`src/rtl/voter_pkg.sv`:
```
// Shared definitions for the ballot tally block: session state encoding,
// candidate count, default counter width and the "no winner" code.
package voter_pkg;

  localparam int NCAND     = 3;
  localparam int CNT_W_DEF = 8;

  localparam logic [1:0] WINNER_NONE = 2'd0;

  typedef enum logic [1:0] {
    ST_IDLE = 2'd0,
    ST_OPEN = 2'd1,
    ST_EVAL = 2'd2,
    ST_DONE = 2'd3
  } state_t;

endpackage

```
`src/rtl/tally_counter.sv`:
```
// Saturating up-counter with synchronous clear; cnt updates the edge after inc.
// sat flags an increment that was dropped because the counter is already full.
module tally_counter #(
  parameter int W = 8
) (
  input  logic         clk,
  input  logic         rst,
  input  logic         clr,
  input  logic         inc,
  output logic [W-1:0] cnt,
  output logic         sat
);

  logic full;

  assign full = &cnt;
  assign sat  = inc & full;

  always_ff @(posedge clk) begin
    if (rst || clr) begin
      cnt <= '0;
    end else if (inc && !full) begin
      cnt <= cnt + 1'b1;
    end
  end

endmodule

```
`src/rtl/vote_tally.sv`:
```
// Session-based ballot tally: counts one-hot ballots per candidate, picks a winner on close.
// Ballots accepted only while OPEN; result_valid rises two edges after close_i is launched.
module vote_tally
  import voter_pkg::*;
#(
  parameter int CNT_W = CNT_W_DEF,
  parameter int NCAND = voter_pkg::NCAND
) (
  input  logic             clk,
  input  logic             rst,
  input  logic             open_i,
  input  logic             close_i,
  input  logic             ballot_valid,
  input  logic [NCAND-1:0] ballot,
  output logic             ballot_ready,
  output logic [CNT_W-1:0] cnt1,
  output logic [CNT_W-1:0] cnt2,
  output logic [CNT_W-1:0] cnt3,
  output logic [CNT_W-1:0] invalid_cnt,
  output logic [1:0]       winner,
  output logic             result_valid,
  output logic             overflow,
  output logic [1:0]       state
);

  state_t           state_q;
  state_t           state_d;
  logic             clr;
  logic             accept;
  logic             one_hot;
  logic [NCAND-1:0] cand_inc;
  logic             inv_inc;
  logic [NCAND:0]   sat;
  logic [CNT_W-1:0] cand_cnt [NCAND];

  // Ties for the maximum (including the all-zero case) yield no winner.
  function automatic logic [1:0] pick_winner(input logic [CNT_W-1:0] a,
                                             input logic [CNT_W-1:0] b,
                                             input logic [CNT_W-1:0] c);
    if (a > b && a > c) return 2'd1;
    if (b > a && b > c) return 2'd2;
    if (c > a && c > b) return 2'd3;
    return WINNER_NONE;
  endfunction

  always_ff @(posedge clk) begin
    if (rst) begin
      state_q <= ST_IDLE;
    end else begin
      state_q <= state_d;
    end
  end

  always_comb begin
    state_d = state_q;
    clr     = 1'b0;
    case (state_q)
      ST_IDLE: begin
        if (open_i) begin
          clr     = 1'b1;
          state_d = ST_OPEN;
        end
      end
      ST_OPEN: begin
        if (close_i) state_d = ST_EVAL;
      end
      ST_EVAL: state_d = ST_DONE;
      ST_DONE: begin
        if (open_i) begin
          clr     = 1'b1;
          state_d = ST_OPEN;
        end
      end
      default: state_d = ST_IDLE;
    endcase
  end

  assign ballot_ready = (state_q == ST_OPEN);
  assign accept       = ballot_valid & ballot_ready;
  assign one_hot      = ($countones(ballot) == 1);
  assign cand_inc     = (accept && one_hot) ? ballot : '0;
  assign inv_inc      = accept & ~one_hot;

  for (genvar k = 0; k < NCAND; k++) begin : g_cand
    tally_counter #(.W(CNT_W)) u_cnt (
      .clk (clk),
      .rst (rst),
      .clr (clr),
      .inc (cand_inc[k]),
      .cnt (cand_cnt[k]),
      .sat (sat[k])
    );
  end

  tally_counter #(.W(CNT_W)) u_invalid (
    .clk (clk),
    .rst (rst),
    .clr (clr),
    .inc (inv_inc),
    .cnt (invalid_cnt),
    .sat (sat[NCAND])
  );

  assign cnt1  = cand_cnt[0];
  assign cnt2  = cand_cnt[1];
  assign cnt3  = cand_cnt[2];
  assign state = state_q;

  always_ff @(posedge clk) begin
    if (rst || clr) begin
      overflow <= 1'b0;
    end else if (|sat) begin
      overflow <= 1'b1;
    end
  end

  always_ff @(posedge clk) begin
    if (rst || clr) begin
      winner <= WINNER_NONE;
    end else if (state_q == ST_EVAL) begin
      winner <= pick_winner(cand_cnt[0], cand_cnt[1], cand_cnt[2]);
    end
  end

  // Tracks the next state so the flag is high for every cycle spent in DONE.
  always_ff @(posedge clk) begin
    if (rst) begin
      result_valid <= 1'b0;
    end else begin
      result_valid <= (state_d == ST_DONE);
    end
  end

endmodule

```
`config.mk`:
```
export PLATFORM = sky130hd
export DESIGN_NAME = vote_tally
export DESIGN_NICKNAME = d
export VERILOG_FILES = /design/src/rtl/voter_pkg.sv /design/src/rtl/tally_counter.sv /design/src/rtl/vote_tally.sv
export SDC_FILE = /design/constraint.sdc
export NUM_CORES = 1
export LEC_CHECK = 0
export CORE_UTILIZATION = 40
export CTS_CLUSTER_DIAMETER = 200
export CTS_CLUSTER_SIZE = 10
export DETAILED_ROUTE_END_ITERATION = 12
export MAX_ROUTING_LAYER = met4
export PLACE_DENSITY_LB_ADDON = 0.25
export SETUP_SLACK_MARGIN = 0.15
export SLEW_MARGIN = 20
export SYNTH_ARGS = -nofsm -noshare
export SYNTH_HDL_FRONTEND = slang
export SYNTH_SLANG_ARGS = --single-unit
```
`constraint.sdc`:
```
create_clock -name clk -period 2.25 [get_ports clk]
set_input_delay 0.3375 -clock clk [delete_from_list [all_inputs] [get_ports clk]]
set_output_delay 0.3375 -clock clk [all_outputs]
set_load 0.1 [all_outputs]
```
==> reports/metrics.yaml, run 1 <==
status:
  status: "finished, final reports clean"
sta:
  maxSlewHeadroom: 0.785
  finalHoldViolCount: 0
  fmax_ghz: 0.515
  drv_slew: 0
  fin_crit_ns: 1.94
  tightest_slew_ns: 0.320
  holdWs_ns: 0.499
  skew_ns: 0.00392
  tns_ns: 0
  rsz0062_at_grt: "no"
  post-route-period-util: 0.864
  finalSetupViolations: 0
floorplanning:
  start_util: 0.420
  fp.dieW_um: 78.7
  ios: 47
  dieHeight_um: 78.7
  die-area_sq_um: 6200
  core_sq_um: 5610
  num_rows: 27
finish:
  layout_common_cells: "53 x buf_4, 34 x nor2_1, 30 x ha_1, 30 x dfxtp_2, 20 x inv_1"
  layout-drive-gt1-share: 0.325
  syn_to_final_growth_pct: 30.2
  final-seq-area_sq_um: 810
  diodes: 0
  fillers: 560
  final_common_cell: "buf_4"
  multi_input_area_sq_um: 1520
  stdcell_count: 407
  nets: 374
synthesis:
  synth-edff-count: 0
  syn_inst: 270
  synthArstFlopShare: 0
  yosysWarningCount: 0
  ys_seq_area_frac: 0.323
  synthFlopType: "dfxtp_1"
  synth_top_area_frac: 0.323
  yosys_register_bits: 38
  synth_area_sq_um: 2360
  syn_avg_cell_area_sq_um: 8.73
  synthDistinctLibCells: 40
  syn_nets: 310
  synth_area_leaders: "dfxtp_1 32%, ha_1 16%, nor2_1 5.6%, xnor2_1 4.8%, nand3_1 3.8%"
  synth_area_leader_cell: "dfxtp_1"
global_route:
  grt_pass1_vias: 1990
  global_route.overflow_total: 0
  grtUsageMet3: 0.0391
  antenna_found_initial: 0
  grtUsageTotal: 0.200
  grt_use_met1: 0.242
  grtUsageMet2: 0.329
  grt_busiest_layer: "met2"
  grt_pass1_wl_mm: 9.37
  grt_max_degree: 17
setup_path:
  r2r_end: "winner[0]$_SDFFE_PP0P_"
  required_ns: 2.47
  worstPathMaxFanout: 7
  cp-end-kind: "flip-flop"
  crit_arrival_ns: 2.16
  rr_startpoint: "g_cand[0].u_cnt.cnt[1]$_SDFFE_PP0P_"
  r2r_cells: 8
  reg2reg_slack_ns: 0.32
  criticalPathCategory: "in -> reg"
  start_kind: "primary input"
placement:
  place_congestion: 0.832
  port-buffer-count: 46
  place_inst: 398
  dp_hpwl_mm: 4.50
cts:
  ctsHtreeMaxLevel: 2
  clk_latency_ns: 0.29
  clk_pin_slew_ns: 0.07
  cts-root-buf: "clkbuf_8"
  cts_made_buffers: 5
  cts_tree: "yes"
  clock_path_buffers: 2
  cts.sinks: 38
power:
  p_total_w: 0.00194
  ir_drop_mv: 0.651
  leakage_nw: 1.30
  power_density_nw_per_um2: 631
routing:
  remaining_drc_errors: 0
  finalWirelength_mm: 5.71
  num_vias: 2152
  drtIter0Drc: 66
  drtAntennaViolNets: 0
  viasPerCell: 5.29
  wl_per_cell_um: 14.0
  drt-pass1-iter-count: 4
min_path:
  min_path_type: "reg -> reg"
  hold_path_depth: 2
  min_from: "overflow$_SDFFE_PP0P_"
  holdPathEnd: "overflow$_SDFFE_PP0P_"
run:
  drv_cap: 0
[how the worst max path moves through the flow]
stage                                        from                                  end  cells after the start
global placement                        ballot[0]  g_cand[2].u_cnt.cnt[5]$_SDFFE_PP0P_                      9
floorplan           u_invalid.cnt[7]$_SDFFE_PP0P_        u_invalid.cnt[6]$_SDFFE_PP0P_                      6
CTS                                     ballot[1]  g_cand[0].u_cnt.cnt[4]$_SDFFE_PP0P_                      7
detailed placement                      ballot[0]  g_cand[0].u_cnt.cnt[5]$_SDFFE_PP0P_                      9
finish                                  ballot[0]  g_cand[0].u_cnt.cnt[4]$_SDFFE_PP0P_                      7
global route                            ballot[0]  g_cand[0].u_cnt.cnt[5]$_SDFFE_PP0P_                      9
[through the flow]
stage	utilization	cell area [sq um]	setup WS, ns
final	0.547	3070	0.307
after global routing	0.547	3070	0.188
after CTS	0.546	3060	0.157
after detailed placement	0.527	2960	-0.291
after global placement	0.527	2960	-0.177
after floorplan	-	2420	0.165
[power breakdown]
| group | total (W) | internal [W] | switching [W] |
|---|---|---|---|
| Sequential | 0.000755 | 0.000716 | 0.0000388 |
| Clock | 0.000496 | 0.000247 | 0.000249 |
| Combinational | 0.000685 | 0.000191 | 0.000494 |
[Yosys cell counts (all sizes together) (2+ instances only)]
| cell type | n |
|---|---|
| o211a | 2 |
| a211oi | 2 |
| ha | 31 |
| dfxtp | 38 |
| nand3 | 18 |
| nand4 | 13 |
| o21ai | 8 |
| nor3 | 8 |
| o211ai | 6 |
| xor2 | 8 |
| o221a | 2 |
| inv | 20 |
| nand2 | 14 |
| clkbuf | 4 |
| xnor2 | 13 |
| nor4 | 2 |
| nor2b | 4 |
| a21oi | 17 |
| nor2 | 37 |
| mux2i | 3 |
| or3 | 6 |
[critical path: stages]
cell	delay [ns]
dlygate4sd2_1	0.29
fa_1	0.56
and4b_1	0.21
buf_6	0.14
o211ai_4	0.11
or3_1	0.37
a21oi_1	0.15
[sequential cells by signal, indices dropped and copies added, names as in the netlist]
register	count
u_invalid.cnt	8
result_valid	1
g_cand.u_cnt.cnt	24
overflow	1
winner	2
state	2
[cell type report]
cell class / instances / share of cell area
Clock buffer: 6 / 0.0269
Clock inverter: 2 / 0.00367
Inverter: 20 / 0.0245
Multi-Input combinational cell: 208 / 0.494
Sequential cell: 38 / 0.264
Tap cell: 72 / 0.0294
Timing Repair Buffer: 61 / 0.157
[cells by family (layout without fill, tap and decap cells)]
group	count (synthesis)	count (layout)	synth area share
XOR/XNOR	21	21	0.0781
buffers and inverters	24	89	0.0398
adder cells (fa/ha/maj)	32	32	0.173
multiplexers	3	3	0.0127
AO/OA/AOI/OAI	45	45	0.142
AND/OR/NAND/NOR	107	107	0.231
flip-flops	38	38	0.323
[repair_timing]
| action | 4_1_cts | 5_1_grt |
|---|---|---|
| hold buffers | 0 | 0 |
| endpoints found under the setup margin | 17 | 23 |
| buffers inserted | 1 | 0 |
| pin swaps | 1 | 1 |
| resized for setup | 2 | 3 |
[layer usage]
metal | up-vias | wire [um]
li1 | 1087 | -
met1 | 990 | 2670
met2 | 66 | 2630
met3 | 9 | 324
met4 | 0 | 87
met5 | - | 0
Note: power is estimated with default switching activity, not from simulation.
==> run 2, diff against run 1 <==
--- a/config.mk
+++ b/config.mk
@@ -9,6 +9,7 @@
 export CTS_CLUSTER_DIAMETER = 200
 export CTS_CLUSTER_SIZE = 10
 export DETAILED_ROUTE_END_ITERATION = 12
+export HOLD_SLACK_MARGIN = 0.03
 export MAX_ROUTING_LAYER = met4
 export PLACE_DENSITY_LB_ADDON = 0.25
 export SETUP_SLACK_MARGIN = 0.15
==> results of run 2 <==
Same layout as run 1: the final DEF is identical, and so are final timing and power.
==> run 3, diff against run 2 <==
--- a/config.mk
+++ b/config.mk
@@ -12,6 +12,7 @@
 export HOLD_SLACK_MARGIN = 0.03
 export MAX_ROUTING_LAYER = met4
 export PLACE_DENSITY_LB_ADDON = 0.25
+export RECOVER_POWER = 100
 export SETUP_SLACK_MARGIN = 0.15
 export SLEW_MARGIN = 20
 export SYNTH_ARGS = -nofsm -noshare
==> run 3 against run 2 <==
  * Register-to-register slack got worse by 0.05 ns
  * Setup slack got worse by 0.062 ns
  * Maximum frequency fell by 3.1%
  * Die area did not move
  * Cell count did not move
  * Sequential share of layout area rose by 1.5 points
  * Critical path depth rose by 2
  * Wire length fell by 0.25%
  * Sequential cell count did not move
  * Global-route usage did not move
  * Combinational power fell by 6.4%
  * Largest cell class unchanged
  * Largest power group unchanged
==> reports/metrics.yaml, run 3 (same netlist as run 1, synthesis figures left out) <==
routing:
  drtIter0Drc: 83
  drt-pass1-iter-count: 4
  num_vias: 2142
  finalWirelength_mm: 5.70
  viasPerCell: 5.26
  wl_per_cell_um: 14.0
  remaining_drc_errors: 0
  drtAntennaViolNets: 0
power:
  ir_drop_mv: 0.580
  comb_power_share: 0.340
  power_density_nw_per_um2: 654
  switching_share: 0.411
  p_int_w: 0.00111
  p_switching_w: 0.000773
  pwr-share-seq: 0.398
  power_frac_clock: 0.262
  leakage_nw: 1.13
global_route:
  grtUsageMet2: 0.329
  grt_pass1_vias: 1990
  grt_use_met1: 0.242
  grtUsageMet3: 0.0391
  grt_max_degree: 17
  grt_busiest_layer: "met2"
  antenna_found_initial: 0
  global_route.overflow_total: 0
  grt_pass1_wl_mm: 9.37
  grtUsageTotal: 0.200
min_path:
  min_path_type: "reg -> reg"
  holdPathEnd: "overflow$_SDFFE_PP0P_"
  min_from: "overflow$_SDFFE_PP0P_"
  hold_path_depth: 2
finish:
  nets: 374
  diodes: 0
  design_area_sq_um: 2880
  largestRegisters: "g_cand.u_cnt.cnt: 24 flops, u_invalid.cnt: 8 flops"
  largest_reg_flops: 24
  regMostFlops: "g_cand.u_cnt.cnt"
  final_common_cell: "nor2_1"
  layout-drive-gt1-share: 0.206
  syn_to_final_growth_pct: 22.2
  layout_common_cells: "36 x nor2_1, 30 x ha_1, 30 x clkbuf_1"
cts:
  cts.sinks: 38
  clk_latency_ns: 0.29
  clock_path_buffers: 2
  cts-root-buf: "clkbuf_8"
  cts_made_buffers: 5
  ctsHtreeMaxLevel: 2
  cts_tree: "yes"
  cts-hold-fix-buffers: 0
  clk_pin_slew_ns: 0.08
floorplanning:
  num_rows: 27
  die-area_sq_um: 6200
  core_sq_um: 5610
  dieHeight_um: 78.7
  ios: 47
  fp.dieW_um: 78.7
  start_util: 0.420
sta:
  fmax_ghz: 0.499
  tightest_slew_ns: 1.18
  maxSlewHeadroom: 0.217
  fin_crit_ns: 2.01
  drv_slew: 0
  rsz0062_at_grt: "no"
  skew_ns: 0.00285
  tns_ns: 0
  post-route-period-util: 0.891
  finalHoldViolCount: 0
  finalSetupViolations: 0
setup_path:
  start_kind: "primary input"
  required_ns: 2.43
  rr_startpoint: "g_cand[1].u_cnt.cnt[1]$_SDFFE_PP0P_"
  cp-end-kind: "flip-flop"
  reg2reg_slack_ns: 0.27
  crit_arrival_ns: 2.19
  worstPathMaxFanout: 5
  criticalPathCategory: "in -> reg"
  r2r_end: "winner[1]$_SDFFE_PP0P_"
  r2r_cells: 8
placement:
  dpl-instance-area_sq_um: 2960
  port-buffer-count: 46
  dp_hpwl_mm: 4.50
  place_congestion: 0.832
run:
  drv_cap: 0
status:
  status: "finished, final reports clean"
## run 3: cell count changes in the layout (fill, tap and decap cells not counted), sizes merged
cell / previous run / this run
buf: 54 / 13
clkbuf: 6 / 47
## run 3: layer usage
layer	vias to the layer above	wire (um)
met5	-	0
met3	7	319
met2	66	2630
met4	0	82
li1	1085	-
met1	984	2660
## run 3: timing repair
action | 4_1_cts | 5_1_grt
setup buffers | 1 | 0
resized for setup | 2 | 3
pin swaps | 1 | 1
setup endpoints to repair | 17 | 23
endpoints found under the hold margin | 0 | 0
## run 3: power groups by stage
stage / combinational, W / sequential (W) / clock (W)
6_report: 0.000641 / 0.000749 / 0.000493
5_1_grt: 0.000690 / 0.000756 / 0.000543
4_1_cts: 0.000688 / 0.000754 / 0.000513
3_5_place_dp: 0.000686 / 0.000771 / 0
3_3_place_gp: 0.000680 / 0.000769 / 0
2_1_floorplan: 0.000289 / 0.00101 / 0
## run 3: worst max-delay path by stage
stage,slack [ns],cells past startpoint,startpoint,to
final,0.24,9,ballot[0],g_cand[1].u_cnt.cnt[3]$_SDFFE_PP0P_
after global routing,0.10,9,ballot[0],g_cand[1].u_cnt.cnt[3]$_SDFFE_PP0P_
after CTS,0.16,7,ballot[1],g_cand[0].u_cnt.cnt[4]$_SDFFE_PP0P_
after detailed placement,-0.29,9,ballot[0],g_cand[0].u_cnt.cnt[5]$_SDFFE_PP0P_
after global placement,-0.18,9,ballot[0],g_cand[2].u_cnt.cnt[5]$_SDFFE_PP0P_
after floorplan,0.17,6,u_invalid.cnt[7]$_SDFFE_PP0P_,u_invalid.cnt[6]$_SDFFE_PP0P_
## run 3: area by class of cell
| class | instances | area [sq um] |
|---|---|---|
| Fill cell | 599 | 2730 |
| Multi-Input combinational cell | 208 | 1480 |
| Sequential cell | 38 | 803 |
| Timing Repair Buffer | 61 | 342 |
| Tap cell | 72 | 90.1 |
| Clock buffer | 6 | 82.6 |
| Inverter | 20 | 75.1 |
| Clock inverter | 2 | 11.3 |
## run 3: through the flow
stage	power [W]	instances	hold WS [ns]	util	setup slack, ns
after global routing	0.00199	407	0.515	0.513	0.104
after floorplan	0.00130	270	0.399	-	0.165
final	0.00188	407	0.496	0.513	0.245
after detailed placement	0.00146	398	0.482	0.527	-0.291
after CTS	0.00195	407	0.500	0.546	0.157
after global placement	0.00145	398	0.485	0.527	-0.177
## run 3: worst max-delay path, cell delays in order
cell	delay [ns]
dlygate4sd2_1	0.28
fa_1	0.56
and4b_1	0.21
buf_6	0.13
o211ai_1	0.18
nor2_1	0.19
clkbuf_4	0.15
xnor2_1	0.10
nor2_1	0.05
